<file path="src/rtl/compound_sink_if.sv">
// Stream, preset and result signals between the producer stage and compound_sink.
// compound_pkg defines the CompoundType transaction carried on the stream and preset ports.
package compound_pkg;
  typedef enum logic {
    MODE_WRITE = 1'b0,
    MODE_READ  = 1'b1
  } mode_e;

  typedef struct packed {
    mode_e              mode;
    logic signed [31:0] x;
    logic signed [31:0] y;
  } compound_t;
endpackage

interface compound_sink_if #(
  parameter int DEPTH = 4
) ();
  import compound_pkg::*;

  localparam int LW = $clog2(DEPTH + 1);

  compound_t          b_in;
  logic               b_in_sync;
  logic               b_in_notify;
  compound_t          m_in;
  logic               m_in_sync;
  logic signed [31:0] res_out;
  logic               res_out_notify;
  logic               res_out_sync;
  logic [LW-1:0]      level_out;

  modport slave (
    input  b_in, b_in_sync, m_in, m_in_sync, res_out_sync,
    output b_in_notify, res_out, res_out_notify, level_out
  );

  modport master (
    output b_in, b_in_sync, m_in, m_in_sync, res_out_sync,
    input  b_in_notify, res_out, res_out_notify, level_out
  );
endinterface

</file>
<file path="src/rtl/compound_sink.sv">
// Buffers CompoundType stream entries in a FIFO; writes accumulate x, reads emit the accumulator.
// Optional macro COMPOUND_SINK_SAT_EN makes accumulation saturate instead of wrapping.
module compound_sink
  import compound_pkg::*;
#(
  parameter int DEPTH = 4
) (
  input  logic            clk,
  input  logic            rst,
  compound_sink_if.slave  bus
);
  localparam int PW = $clog2(DEPTH);
  localparam int LW = $clog2(DEPTH + 1);

  typedef enum logic {
    ST_IDLE = 1'b0,
    ST_EMIT = 1'b1
  } state_e;

  state_e             state_q, state_d;
  logic [PW-1:0]      wr_ptr_q, wr_ptr_d;
  logic [PW-1:0]      rd_ptr_q, rd_ptr_d;
  logic [LW-1:0]      count_q, count_d;
  logic signed [31:0] acc_q, acc_d;
  logic signed [31:0] res_q, res_d;
  logic               clr_q, clr_d;
  logic               notify_q, notify_d;
  compound_t          mem_q [DEPTH];

  logic               full;
  logic               push;
  logic               pop;
  logic               preset;
  compound_t          head;
  logic signed [31:0] acc_base;
  logic               unused_m_in_y;

  function automatic logic signed [31:0] acc_add(input logic signed [31:0] a,
                                                 input logic signed [31:0] b);
`ifdef COMPOUND_SINK_SAT_EN
    logic signed [32:0] s;
    s = {a[31], a} + {b[31], b};
    // Sign bits disagreeing means the true sum left the 32-bit range.
    if (s[32] != s[31]) begin
      return s[32] ? 32'sh8000_0000 : 32'sh7fff_ffff;
    end
    return s[31:0];
`else
    return a + b;
`endif
  endfunction

  assign full           = (count_q == LW'(DEPTH));
  assign push           = bus.b_in_sync && !full;
  assign unused_m_in_y  = ^bus.m_in.y;

  assign bus.b_in_notify    = !full;
  assign bus.res_out        = res_q;
  assign bus.res_out_notify = notify_q;
  assign bus.level_out      = count_q;

  always_comb begin
    state_d  = state_q;
    acc_d    = acc_q;
    res_d    = res_q;
    clr_d    = clr_q;
    notify_d = notify_q;
    pop      = 1'b0;
    head     = mem_q[rd_ptr_q];
    preset   = bus.m_in_sync && (bus.m_in.mode == MODE_WRITE);
    // A preset in IDLE replaces the accumulator before any popped entry is applied.
    acc_base = preset ? bus.m_in.x : acc_q;

    case (state_q)
      ST_IDLE: begin
        if (count_q != '0) begin
          pop = 1'b1;
          if (head.mode == MODE_WRITE) begin
            acc_d = acc_add(acc_base, head.x);
          end else begin
            res_d    = acc_base;
            acc_d    = acc_base;
            clr_d    = (head.y != 32'sd0);
            notify_d = 1'b1;
            state_d  = ST_EMIT;
          end
        end else if (preset) begin
          acc_d = bus.m_in.x;
        end
      end
      ST_EMIT: begin
        if (bus.res_out_sync) begin
          notify_d = 1'b0;
          if (clr_q) begin
            acc_d = '0;
          end
          state_d = ST_IDLE;
        end
      end
      default: begin
        state_d = ST_IDLE;
      end
    endcase
  end

  always_comb begin
    wr_ptr_d = push ? wr_ptr_q + PW'(1) : wr_ptr_q;
    rd_ptr_d = pop  ? rd_ptr_q + PW'(1) : rd_ptr_q;
    count_d  = count_q;
    case ({push, pop})
      2'b10:   count_d = count_q + LW'(1);
      2'b01:   count_d = count_q - LW'(1);
      default: count_d = count_q;
    endcase
  end

  always_ff @(posedge clk) begin
    if (rst) begin
      state_q  <= ST_IDLE;
      wr_ptr_q <= '0;
      rd_ptr_q <= '0;
      count_q  <= '0;
      acc_q    <= '0;
      res_q    <= '0;
      clr_q    <= 1'b0;
      notify_q <= 1'b0;
    end else begin
      state_q  <= state_d;
      wr_ptr_q <= wr_ptr_d;
      rd_ptr_q <= rd_ptr_d;
      count_q  <= count_d;
      acc_q    <= acc_d;
      res_q    <= res_d;
      clr_q    <= clr_d;
      notify_q <= notify_d;
    end
  end

  // Storage needs no reset: the pointers and count define which entries are live.
  always_ff @(posedge clk) begin
    if (push && !rst) begin
      mem_q[wr_ptr_q] <= bus.b_in;
    end
  end
endmodule

</file>
<file path="src/flat_wrapper.sv">
// flat-port wrapper written by rule: the top's interface ports become plain ports
module compound_sink_flat import compound_pkg::*;
#(
  parameter int DEPTH = 4
)
  (clk, rst, bus_b_in, bus_b_in_sync, bus_m_in, bus_m_in_sync, bus_res_out_sync, bus_b_in_notify, bus_res_out, bus_res_out_notify, bus_level_out);
  compound_sink_if #(.DEPTH(DEPTH)) bus_i ();
  input  logic clk;
  input  logic rst;
  input wire logic [$bits(bus_i.b_in)-1:0] bus_b_in;
  input wire logic [$bits(bus_i.b_in_sync)-1:0] bus_b_in_sync;
  input wire logic [$bits(bus_i.m_in)-1:0] bus_m_in;
  input wire logic [$bits(bus_i.m_in_sync)-1:0] bus_m_in_sync;
  input wire logic [$bits(bus_i.res_out_sync)-1:0] bus_res_out_sync;
  output wire logic [$bits(bus_i.b_in_notify)-1:0] bus_b_in_notify;
  output wire logic [$bits(bus_i.res_out)-1:0] bus_res_out;
  output wire logic [$bits(bus_i.res_out_notify)-1:0] bus_res_out_notify;
  output wire logic [$bits(bus_i.level_out)-1:0] bus_level_out;
  assign bus_i.b_in = bus_b_in;
  assign bus_i.b_in_sync = bus_b_in_sync;
  assign bus_i.m_in = bus_m_in;
  assign bus_i.m_in_sync = bus_m_in_sync;
  assign bus_i.res_out_sync = bus_res_out_sync;
  assign bus_b_in_notify = bus_i.b_in_notify;
  assign bus_res_out = bus_i.res_out;
  assign bus_res_out_notify = bus_i.res_out_notify;
  assign bus_level_out = bus_i.level_out;
  compound_sink #(.DEPTH(DEPTH)) u_core (.clk(clk), .rst(rst), .bus(bus_i));
endmodule
</file>
<file path="config.mk">
export PLATFORM = sky130hd
export DESIGN_NAME = compound_sink_flat
export DESIGN_NICKNAME = d
export VERILOG_FILES = /design/src/rtl/compound_sink_if.sv /design/src/rtl/compound_sink.sv /design/src/flat_wrapper.sv
export SDC_FILE = /design/constraint.sdc
export NUM_CORES = 1
export LEC_CHECK = 0
export BUFFER_PORTS_ARGS = -buffer_cell sky130_fd_sc_hd__buf_4
export CAP_MARGIN = 40
export CORE_MARGIN = 3
export CORE_UTILIZATION = 45
export CTS_CLUSTER_SIZE = 28
export DETAILED_ROUTE_END_ITERATION = 10
export PLACE_DENSITY_LB_ADDON = 0.2
export SYNTH_ARGS = -nofsm -noshare
export SYNTH_HDL_FRONTEND = slang
export SYNTH_SLANG_ARGS = --single-unit
</file>
<file path="constraint.sdc">
create_clock -name clk -period 5 [get_ports clk]
set_clock_uncertainty 0.15 [all_clocks]
set_input_delay 0.75 -clock clk [delete_from_list [all_inputs] [get_ports clk]]
set_output_delay 0.75 -clock clk [all_outputs]
set_load 0.05 [all_outputs]
</file>
==> flow_metrics.env, run 1 <==
export IMPL_grt_usage_pct=17.3
export IMPL_rsz0062_at_grt="no"
export IMPL_reg2reg_slack_ns=0.86
export IMPL_synth_seq_cells=336
export IMPL_worst_r2r_endpoint="u_core.acc_q[31]$_SDFFE_PP0P_"
export IMPL_core_area_sq_um=30700
export IMPL_gp_congestion=0.864
export IMPL_finalSetupViolCount=0
export IMPL_min_path_cells=1
export IMPL_synth_area_leader_cell="edfxtp_1"
export IMPL_drive_gt1_share_pct=22.4
export IMPL_drt_vias_per_instance=5.36
export IMPL_synth_common_cells="edfxtp_1 (260), nor2_1 (91), dfxtp_1 (76)"
export IMPL_power_density_nw_per_um2=580
export IMPL_p_leak_nw=6.18
export IMPL_clkTransAtPathRegs_ns=0.06
export IMPL_whs_endpoint="u_core.mem_q[1][53]$_DFFE_PP_"
export IMPL_yosysUniqueCellTypes=61
export IMPL_hpwl_um=20200
export IMPL_nFillCells=2554
export IMPL_vias=8314
export IMPL_synth_top_cell_area_share_pct=55.6
export IMPL_grt_overflow=0
export IMPL_rows=64
export IMPL_layout_setup_ws_ns=0.865
export IMPL_drt_total_wl_um=29000
export IMPL_dr_pass1_iters=5
export IMPL_clock_fmax_ghz=0.242
export IMPL_clock_latency_ns=0.52
export IMPL_grt_pass1_wl_um=45800
export IMPL_area_growth_synth_to_final_pct=19.3
export IMPL_grt_pass1_vias=8362
export IMPL_crit_path_start_kind="register"
export IMPL_route_detailed_drc=0
export IMPL_grt_max_degree=65
export IMPL_final_nets=1301
export IMPL_rr_worst_depth=13
export IMPL_cts_max_level=2
export IMPL_cts_buffers=36
export IMPL_dp_cells=1486
export IMPL_wl_per_cell_um=18.7
export IMPL_busiest_layer="met2"
export IMPL_synth_main_ff_cell="edfxtp_1"
export IMPL_initial_core_util_pct=45.8
export IMPL_synthTopCellsByArea="edfxtp_1 (56%), dfxtp_1 (11%), mux4_2 (4.2%)"
export IMPL_port_buffers=139
export IMPL_grt_util_met1_pct=23.8
export IMPL_crit_path_end_kind="register"
export IMPL_antenna_found_initial=1
export IMPL_cts_tree="yes"
export IMPL_final_core_util_pct=54.6
export IMPL_worstHoldPathType="in -> reg"
export IMPL_root_buffer="clkbuf_16"
export IMPL_crit_arrival_ns=4.38
export IMPL_holdWs_ns=0.278
export IMPL_yosysSeqAreaShare_pct=66.5
export IMPL_max_slew_margin_pct=53.9
export IMPL_dieArea_sq_um=33300
export IMPL_clock_sinks=336
export IMPL_post_cts_resized=0
export IMPL_path_class="reg -> reg"
export IMPL_cts_setup_buffers=0
export IMPL_synthArstFlopShare_pct=0
export IMPL_grtUsageMet2_pct=28.2
export IMPL_worst_pin_slew_ns=0.691
export IMPL_synth_edf_count=260
export IMPL_postSynthCellCount=970
export IMPL_antenna_left=0
export IMPL_maxCapViolations=0
export IMPL_worstHoldStart="bus_b_in[53]"
export IMPL_syn_cell_area_sq_um=14000
export IMPL_outcome="complete, no violations"
export IMPL_slew_violations=0
export IMPL_period_share_pct=82.7
export IMPL_finalHoldViolCount=0
export IMPL_fin_crit_ns=4.14
export IMPL_holdBufCountCts=0
export IMPL_crit_path_max_fanout=14
export IMPL_finalNonFillerCells=1552
export IMPL_die_height_um=183
export IMPL_grtUsageMet3_pct=3.79
export IMPL_avgSynthCellArea_sq_um=14.5
export IMPL_synth_most_common_cell="edfxtp_1"
export IMPL_clockBufferDepth=3
export IMPL_critPathRequiredTime_ns=5.25
export IMPL_tns_ns=0
export IMPL_io_pins=172
export IMPL_syn_nets=1143
export IMPL_die_w_um=183
export IMPL_ir_worst_vdd_mv=0.337
export IMPL_drt_initial_drc_count=512
export IMPL_ys_warnings_count=0
export IMPL_dpl_worst_slack_ns=0.573
[metrics by stage]
stage | power (mW) | cell area (sq um)
5_1_grt | 10.3 | 16700
6_report | 9.71 | 16700
3_5_place_dp | 7.24 | 15600
4_1_cts | 9.80 | 16700
3_3_place_gp | 7.18 | 15600
2_1_floorplan | 6.30 | 14000
[how the worst max path moves through the flow]
stage / depth (start not counted) / to / slack [ns] / startpoint
6_report: 13 / u_core.acc_q[31]$_SDFFE_PP0P_ / 0.86 / register
5_1_grt: 14 / u_core.acc_q[31]$_SDFFE_PP0P_ / 0.62 / register
4_1_cts: 13 / u_core.acc_q[31]$_SDFFE_PP0P_ / 0.86 / register
3_5_place_dp: 16 / u_core.acc_q[31]$_SDFFE_PP0P_ / 0.57 / bus_m_in[64]
3_3_place_gp: 16 / u_core.acc_q[22]$_SDFFE_PP0P_ / 0.59 / bus_m_in[64]
2_1_floorplan: 18 / u_core.acc_q[31]$_SDFFE_PP0P_ / 0.28 / bus_m_in_sync
[routing by layer]
metal  vias up  part of all wire [%]
met5         -                     0
li1       4068                     -
met2       173                    47
met3        52                   5.4
met1      4021                    46
met4         0                   2.2
[cell families after synthesis]
family                     count (synthesis)  share of synthesized area, %
adders and majority gates                 38                          3.50
xor gates and xnor gates                  43                          2.68
muxes                                     74                          8.50
AOI/OAI and AO/OA                        180                          9.02
DFF                                      336                          66.5
and+or+nand+nor                          222                          7.64
buffers and inverters                     77                          2.18
[state kept, by name, summed over array words and instances, names as in the netlist, named ones only]
| name | count |
|---|---|
| u_core.bus.res_out | 32 |
| u_core.clr_q | 1 |
| u_core.bus.level_out | 3 |
| u_core.bus.res_out_notify | 1 |
| u_core.state_q | 1 |
| u_core.wr_ptr_q | 2 |
| u_core.mem_q | 260 |
| u_core.acc_q | 32 |
| u_core.rd_ptr_q | 2 |
[where the power goes]
part / switching (mW) / internal [mW] / leakage (nW) / total [mW]
Combinational: 2.20 / 1.42 / 2.65 / 3.62
Sequential: 0.174 / 3.39 / 2.98 / 3.56
Clock: 1.04 / 1.49 / 0.543 / 2.53
[layout by cell type (no fill, tap or decap), drive strengths merged, types with 10 or more instances in the layout]
master / Yosys / routed
a211oi: 35 / 35
a21o: 26 / 26
a21oi: 48 / 48
and2: 10 / 10
buf: 10 / 161
clkbuf: 31 / 44
clkinv: 0 / 15
dfxtp: 76 / 76
edfxtp: 260 / 260
ha: 36 / 36
inv: 36 / 38
mux2i: 34 / 34
mux4: 33 / 33
nand2: 34 / 34
nand3: 11 / 11
nand4: 14 / 14
nor2: 91 / 91
nor4: 25 / 25
o21ai: 23 / 23
xnor2: 26 / 26
xor2: 17 / 17
[critical path, cell delays in order (launching register included)]
cell and delay, ns:
dfxtp_2 0.48, buf_4 0.35, mux4_1 0.63, ha_1 0.33, a21o_1 0.22, a21o_1 0.18, a21oi_1 0.27, o21ai_1 0.16
a221oi_1 0.39, nand4b_1 0.15, a21o_1 0.18, and3_1 0.16, a221oi_1 0.25, o21ai_1 0.10
[layout make-up]
| class | count | area (sq um) | area share [%] |
|---|---|---|---|
| Inverter | 36 | 135 | 0.807 |
| Clock buffer | 44 | 931 | 5.56 |
| Clock inverter | 21 | 198 | 1.18 |
| Multi-Input combinational cell | 557 | 4410 | 26.3 |
| Timing Repair Buffer | 161 | 1240 | 7.41 |
| Tap cell | 396 | 495 | 2.96 |
| Sequential cell | 336 | 9330 | 55.7 |
| Antenna cell | 1 | 2.50 | 0.0149 |
(Power assumes the default switching activity.)
==> run 2: changes to the inputs <==
==> constraint.sdc (replaced) <==
create_clock -name clk -period 3.3 [get_ports clk]
set_clock_uncertainty 0.15 [all_clocks]
set_input_delay 0.495 -clock clk [delete_from_list [all_inputs] [get_ports clk]]
set_output_delay 0.495 -clock clk [all_outputs]
set_load 0.05 [all_outputs]
==> run 2 against run 1 <==
  * The flow now finishes with violations (setup timing)
  * First-iteration DRC count shrank 23%
  * Register-to-register slack worse by 1.1 ns
  * Utilization grew 4.9 points
==> flow_metrics.env, run 2 (synthesized netlist as in run 1, its figures left out) <==
export IMPL_slowest_delay_ns=0.58
export IMPL_worst_pin_slew_ns=0.801
export IMPL_crit_path_top_delay_cell="mux4_2"
export IMPL_crit_path_max_fanout=8
export IMPL_layout_setup_ws_ns=-0.196
export IMPL_maxCapViolations=0
export IMPL_rsz0062_at_grt="yes"
export IMPL_drive_gt1_share_pct=34.6
export IMPL_dp_cells=1609
export IMPL_rows=64
export IMPL_largest_reg_flops=260
export IMPL_tns_ns=-2.45
export IMPL_cts_buffers=37
export IMPL_nFillCells=2457
export IMPL_crit_path_start_kind="register"
export IMPL_fin_crit_ns=3.50
export IMPL_crit_arrival_ns=3.73
export IMPL_multi_input_area_sq_um=4630
export IMPL_min_path_cells=1
export IMPL_violations="setup timing"
export IMPL_power_mw=16.6
export IMPL_final_nets=1444
export IMPL_wl_per_cell_um=18.6
export IMPL_clock_sinks=336
export IMPL_initial_core_util_pct=45.8
export IMPL_p_leak_nw=7.00
export IMPL_finalHoldViolCount=0
export IMPL_crit_path_frequent_cell="a21o_1"
export IMPL_clockBufferDepth=3
export IMPL_holdWs_ns=0.0256
export IMPL_critPathRequiredTime_ns=3.53
export IMPL_finalSetupViolCount=18
export IMPL_final_area_sq_um=18200
export IMPL_grt_pass1_wl_um=49000
export IMPL_seqCellArea_sq_um=9330
export IMPL_holdBufCountCts=0
export IMPL_ir_worst_vdd_mv=0.417
export IMPL_max_slew_margin_pct=46.6
export IMPL_gp_congestion=0.899
export IMPL_route_detailed_drc=0
export IMPL_drt_vias_per_instance=5.25
export IMPL_clock_fmax_ghz=0.286
export IMPL_clkTransAtPathRegs_ns=0.06
export IMPL_n_antenna_cell=0
export IMPL_root_buffer="clkbuf_16"
export IMPL_final_common_cell="buf_4"
export IMPL_p_int_mw=10.9
export IMPL_port_buffers=139
export IMPL_path_class="reg -> reg"
export IMPL_worstHoldPathType="in -> reg"
export IMPL_switching_share_pct=34.5
export IMPL_rr_worst_depth=13
export IMPL_final_cell_mix="buf_4 (288), edfxtp_1 (260), nor2_1 (91), dfxtp_1 (75), a21oi_1 (41)"
export IMPL_slew_violations=0
export IMPL_placed_area_sq_um=16700
export IMPL_drt_total_wl_um=31600
export IMPL_crit_buf_inv=0
export IMPL_die_height_um=183
export IMPL_antenna_found_initial=3
export IMPL_crit_family="compound AO/OA/AOI/OAI gates"
export IMPL_area_growth_synth_to_final_pct=30.0
export IMPL_antenna_left=0
export IMPL_cts_tree="yes"
export IMPL_largest_register="u_core.mem_q"
export IMPL_period_share_pct=106
export IMPL_grt_usage_pct=18.7
export IMPL_dr_pass1_iters=5
export IMPL_grt_overflow=0
export IMPL_crit_path_end_kind="register"
export IMPL_power_density_nw_per_um2=909
export IMPL_clock_power_share_pct=24.2
export IMPL_cp_num_cells=13
export IMPL_drt_initial_drc_count=395
export IMPL_comb_power_share_pct=43.2
export IMPL_dieArea_sq_um=33300
export IMPL_vias=8889
export IMPL_core_area_sq_um=30700
export IMPL_worstPathCellList="mux4_2, ha_4, fa_2, a21o_1, a21oi_2, o21bai_1, a21o_1, and3_4, o211ai_4, o31ai_4, a311oi_2, xor2_1, o221ai_1"
export IMPL_die_w_um=183
export IMPL_outcome="finished with violations"
export IMPL_grt_max_degree=66
export IMPL_hpwl_um=22200
export IMPL_cts_max_level=2
export IMPL_seqPwrFrac_pct=32.6
export IMPL_io_pins=172
export IMPL_p_sw_mw=5.73
export IMPL_clock_latency_ns=0.52
export IMPL_finalNonFillerCells=1693
export IMPL_grt_pass1_vias=8879
run 2: stage by stage:
stage	utilization, %	setup WS, ns
floorplan	-	-0.446
global placement	54.4	-0.410
detailed placement	54.4	-0.549
CTS	58.6	-0.231
global route	59.5	-0.350
finish	59.5	-0.196
run 2: final timing paths:
path / startpoint / to / slack (ns)
worst min register to register: u_core.acc_q[15]$_SDFFE_PP0P_ / u_core.acc_q[15]$_SDFFE_PP0P_ / 0.30
worst max-delay path: register / u_core.acc_q[28]$_SDFFE_PP0P_ / -0.20
worst min-delay path: bus_b_in[62] / u_core.mem_q[3][62]$_DFFE_PP_ / 0.03
worst max register to register: register / u_core.acc_q[28]$_SDFFE_PP0P_ / -0.20
run 2: worst reg2reg max path, delay by kind of cell (launching register included):
kind / cells / cell delay, ns
multiplexers: 1 / 0.58
flip-flops: 1 / 0.42
AND/OR/NAND/NOR: 1 / 0.16
adder cells (fa/ha/maj): 2 / 0.52
AO/OA/AOI/OAI: 8 / 1.35
XOR/XNOR: 1 / 0.16
run 2: area by class of cell:
type | count | share of cell area (%)
Clock inverter | 20 | 1.17
Clock buffer | 45 | 5.41
Timing Repair Buffer | 303 | 13.4
Inverter | 36 | 0.741
Tap cell | 396 | 2.72
Multi-Input combinational cell | 557 | 25.4
Sequential cell | 336 | 51.2
run 2: per-layer routing:
metal | wire length, um | vias up | GRT usage [%]
met5 | 43 | - | 0
met4 | 476 | 6 | 4.05
met3 | 1870 | 41 | 3.89
met2 | 14800 | 198 | 30.1
met1 | 14400 | 4305 | 26.5
li1 | - | 4339 | -
run 2: what timing repair did:
action,4_1_cts,5_1_grt
endpoints found under the setup margin,20,22
pin swaps,10,19
cloned,0,1
gates resized for setup,13,24
setup buffers,3,15
run 2: power by group through the flow:
stage	Combinational, mW	Clock (mW)	Sequential [mW]
floorplan	3.61	0	6.04
global placement	6.62	0	5.47
detailed placement	6.70	0	5.49
CTS	6.84	4.11	5.41
global route	7.82	4.31	5.47
finish	7.17	4.01	5.41
==> run 3: changes to the inputs <==
--- a/config.mk
+++ b/config.mk
@@ -5,6 +5,7 @@
 export SDC_FILE = /design/constraint.sdc
 export NUM_CORES = 1
 export LEC_CHECK = 0
+export ABC_AREA = 1
 export BUFFER_PORTS_ARGS = -buffer_cell sky130_fd_sc_hd__buf_4
 export CAP_MARGIN = 40
 export CORE_MARGIN = 3
==> run 3 against run 2 <==
  * The run now ends clean
  * Clock-buffer cell count is 1 higher
  * Wire length is 13% higher
  * Area after synthesis is 4.7% higher
  * Die area is 4.5% higher
  * Cell count is 24% higher
  * Non-clock buffer count is 67 lower
  * Worst setup slack better by 0.43 ns
  * Register-to-register slack better by 0.43 ns
  * Flip-flop and latch count stayed put
  * Critical path type unchanged
  * Largest power group unchanged
==> flow_metrics.env, run 3 <==
export IMPL_outcome="complete, no violations"
export IMPL_finalSetupViolCount=0
export IMPL_gp_congestion=0.938
export IMPL_syn_cell_area_sq_um=14700
export IMPL_crit_path_max_fanout=35
export IMPL_holdWs_ns=0.0204
export IMPL_crit_arrival_ns=3.32
export IMPL_synth_seq_cells=336
export IMPL_die_w_um=187
export IMPL_max_slew_margin_pct=44.2
export IMPL_synthArstFlopShare_pct=0
export IMPL_maxCapViolations=0
export IMPL_final_common_cell="nand2_1"
export IMPL_final_area_sq_um=18200
export IMPL_final_nets=1812
export IMPL_drt_initial_drc_count=828
export IMPL_io_pins=172
export IMPL_drt_total_wl_um=35600
export IMPL_worstHoldPathType="in -> reg"
export IMPL_period_share_pct=93.0
export IMPL_power_density_nw_per_um2=949
export IMPL_cts_setup_buffers=0
export IMPL_finalNonFillerCells=2101
export IMPL_finalHoldViolCount=0
export IMPL_dieArea_sq_um=34800
export IMPL_nFillCells=2753
export IMPL_area_growth_synth_to_final_pct=23.8
export IMPL_critPathRequiredTime_ns=3.56
export IMPL_clock_sinks=336
export IMPL_drt_vias_per_instance=5.16
export IMPL_final_cell_mix="nand2_1 (263), edfxtp_1 (260), buf_4 (196), a21oi_1 (130), inv_1 (124)"
export IMPL_ir_worst_vdd_mv=0.450
export IMPL_grt_usage_pct=19.9
export IMPL_worst_pin_slew_ns=0.835
export IMPL_power_mw=17.2
export IMPL_dr_pass1_iters=6
export IMPL_yosys_area_share_simple_pct=15.8
export IMPL_cts_buffers=36
export IMPL_synth_edf_count=260
export IMPL_core_area_sq_um=31900
export IMPL_die_height_um=187
export IMPL_grt_pass1_vias=10200
export IMPL_synth_top_cell_area_share_pct=53.2
export IMPL_crit_path_end_kind="register"
export IMPL_root_buffer="clkbuf_16"
export IMPL_synthTopCellsByArea="edfxtp_1 (53%), dfxtp_1 (10%), nand2_1 (6.7%)"
export IMPL_placed_area_sq_um=16600
export IMPL_crit_path_start_kind="register"
export IMPL_p_leak_nw=7.23
export IMPL_rows=65
export IMPL_drive_gt1_share_pct=18.3
export IMPL_cts_tree="yes"
export IMPL_clkTransAtPathRegs_ns=0.06
export IMPL_avgSynthCellArea_sq_um=10.3
export IMPL_hpwl_um=24400
export IMPL_clockBufferDepth=3
export IMPL_wl_per_cell_um=16.9
export IMPL_largest_register="u_core.mem_q"
export IMPL_vias=10800
export IMPL_synth_main_ff_cell="edfxtp_1"
export IMPL_clock_fmax_ghz=0.326
export IMPL_synth_compound_area_share_pct=11.3
export IMPL_synth_xor_xnor_area_share_pct=0.895
export IMPL_grt_max_degree=70
export IMPL_clock_latency_ns=0.54
export IMPL_rsz0062_at_grt="no"
export IMPL_grt_overflow=0
export IMPL_route_detailed_drc=0
export IMPL_port_buffers=139
export IMPL_syn_nets=1594
export IMPL_yosysUniqueCellTypes=43
export IMPL_synth_area_leader_cell="edfxtp_1"
export IMPL_largest_reg_flops=260
export IMPL_initial_core_util_pct=46.1
export IMPL_fin_crit_ns=3.07
export IMPL_path_class="reg -> reg"
export IMPL_antenna_left=0
export IMPL_synth_most_common_cell="nand2_1"
export IMPL_final_core_util_pct=57.0
export IMPL_synthMuxAreaShare_pct=0.0682
export IMPL_synth_top_family_by_area="simple AND/OR/NAND/NOR gates"
export IMPL_synthAdderAreaFrac_pct=3.34
export IMPL_yosysSeqAreaShare_pct=63.5
export IMPL_cts_max_level=2
export IMPL_dp_cells=2003
export IMPL_slew_violations=0
export IMPL_grt_pass1_wl_um=55600
export IMPL_antenna_found_initial=2
export IMPL_postSynthCellCount=1421
export IMPL_ys_warnings_count=0
export IMPL_synth_common_cells="nand2_1 (263), edfxtp_1 (260), a21oi_1 (132)"
==> run 3: worst paths after layout <==
kind,startpoint,endpoint,slack [ns],depth (start not counted)
min reg2reg,u_core.acc_q[24]$_SDFFE_PP0P_,u_core.acc_q[24]$_SDFFE_PP0P_,0.31,2
min,bus_b_in[29],u_core.mem_q[0][29]$_DFFE_PP_,0.02,1
max,register,u_core.acc_q[27]$_SDFFE_PP0P_,0.23,18
max reg2reg,register,u_core.acc_q[27]$_SDFFE_PP0P_,0.23,18
==> run 3: kinds of logic after synthesis <==
logic type,after synthesis
adders and majority gates,38
buffers and inverters,188
AOI/OAI and AO/OA,310
and+or+nand+nor,533
DFF,336
muxes,1
xor gates and xnor gates,15
==> run 3: critical path, cell delays in order, from the launching register on <==
cell	delay, ns
dfxtp_4	0.42
buf_12	0.20
o21ai_0	0.11
o22ai_1	0.30
ha_1	0.35
nand2_1	0.10
inv_1	0.05
nand4_1	0.06
nand3_1	0.12
nand3_1	0.13
nand2_2	0.09
nand3b_1	0.10
nand2_1	0.14
nand2_1	0.16
nand3_1	0.08
nand2_1	0.06
nand3_1	0.13
nand2_1	0.10
a21oi_1	0.06
==> run 3: where the power goes <==
part | total, mW | switching, mW | leakage (nW) | internal, mW
combinational | 7.79 | 5.06 | 3.67 | 2.73
sequential | 5.47 | 0.301 | 2.99 | 5.17
clock | 3.99 | 1.63 | 0.570 | 2.36
total | 17.2 | 6.99 | 7.23 | 10.3
==> run 3: layout make-up <==
cell class	count	area, sq um	share of cell area [%]
inverters	132	498	2.74
clock buffers	46	940	5.17
repair buffers	236	1950	10.7
well taps	435	544	2.99
clock inverters	18	246	1.36
flip-flops and latches	336	9330	51.3
multi-input cells	897	4670	25.7
diodes	1	2.50	0.0138
==> run 3: timing repair <==
| action | CTS | global route |
|---|---|---|
| setup endpoints to repair | 0 | 16 |
| endpoints found under the hold margin | 109 | 0 |
| hold buffers | 32 | 0 |
| gates resized for setup | 0 | 9 |
==> run 3: per-layer routing <==
metal | up-vias | GRT usage [%] | wire length [um]
met5 | - | 0 | 7
met4 | 2 | 4.77 | 680
met3 | 52 | 3.51 | 2080
met2 | 301 | 31.8 | 16200
met1 | 5072 | 28.5 | 16600
li1 | 5420 | - | -
==> run 3: per-stage QoR <==
stage,setup TNS (ns),setup WS (ns)
6_report,0,0.232
5_1_grt,0,0.000534
4_1_cts,0,0.134
3_5_place_dp,0,0.0123
3_3_place_gp,0,0.000288
2_1_floorplan,-156.03,-0.600
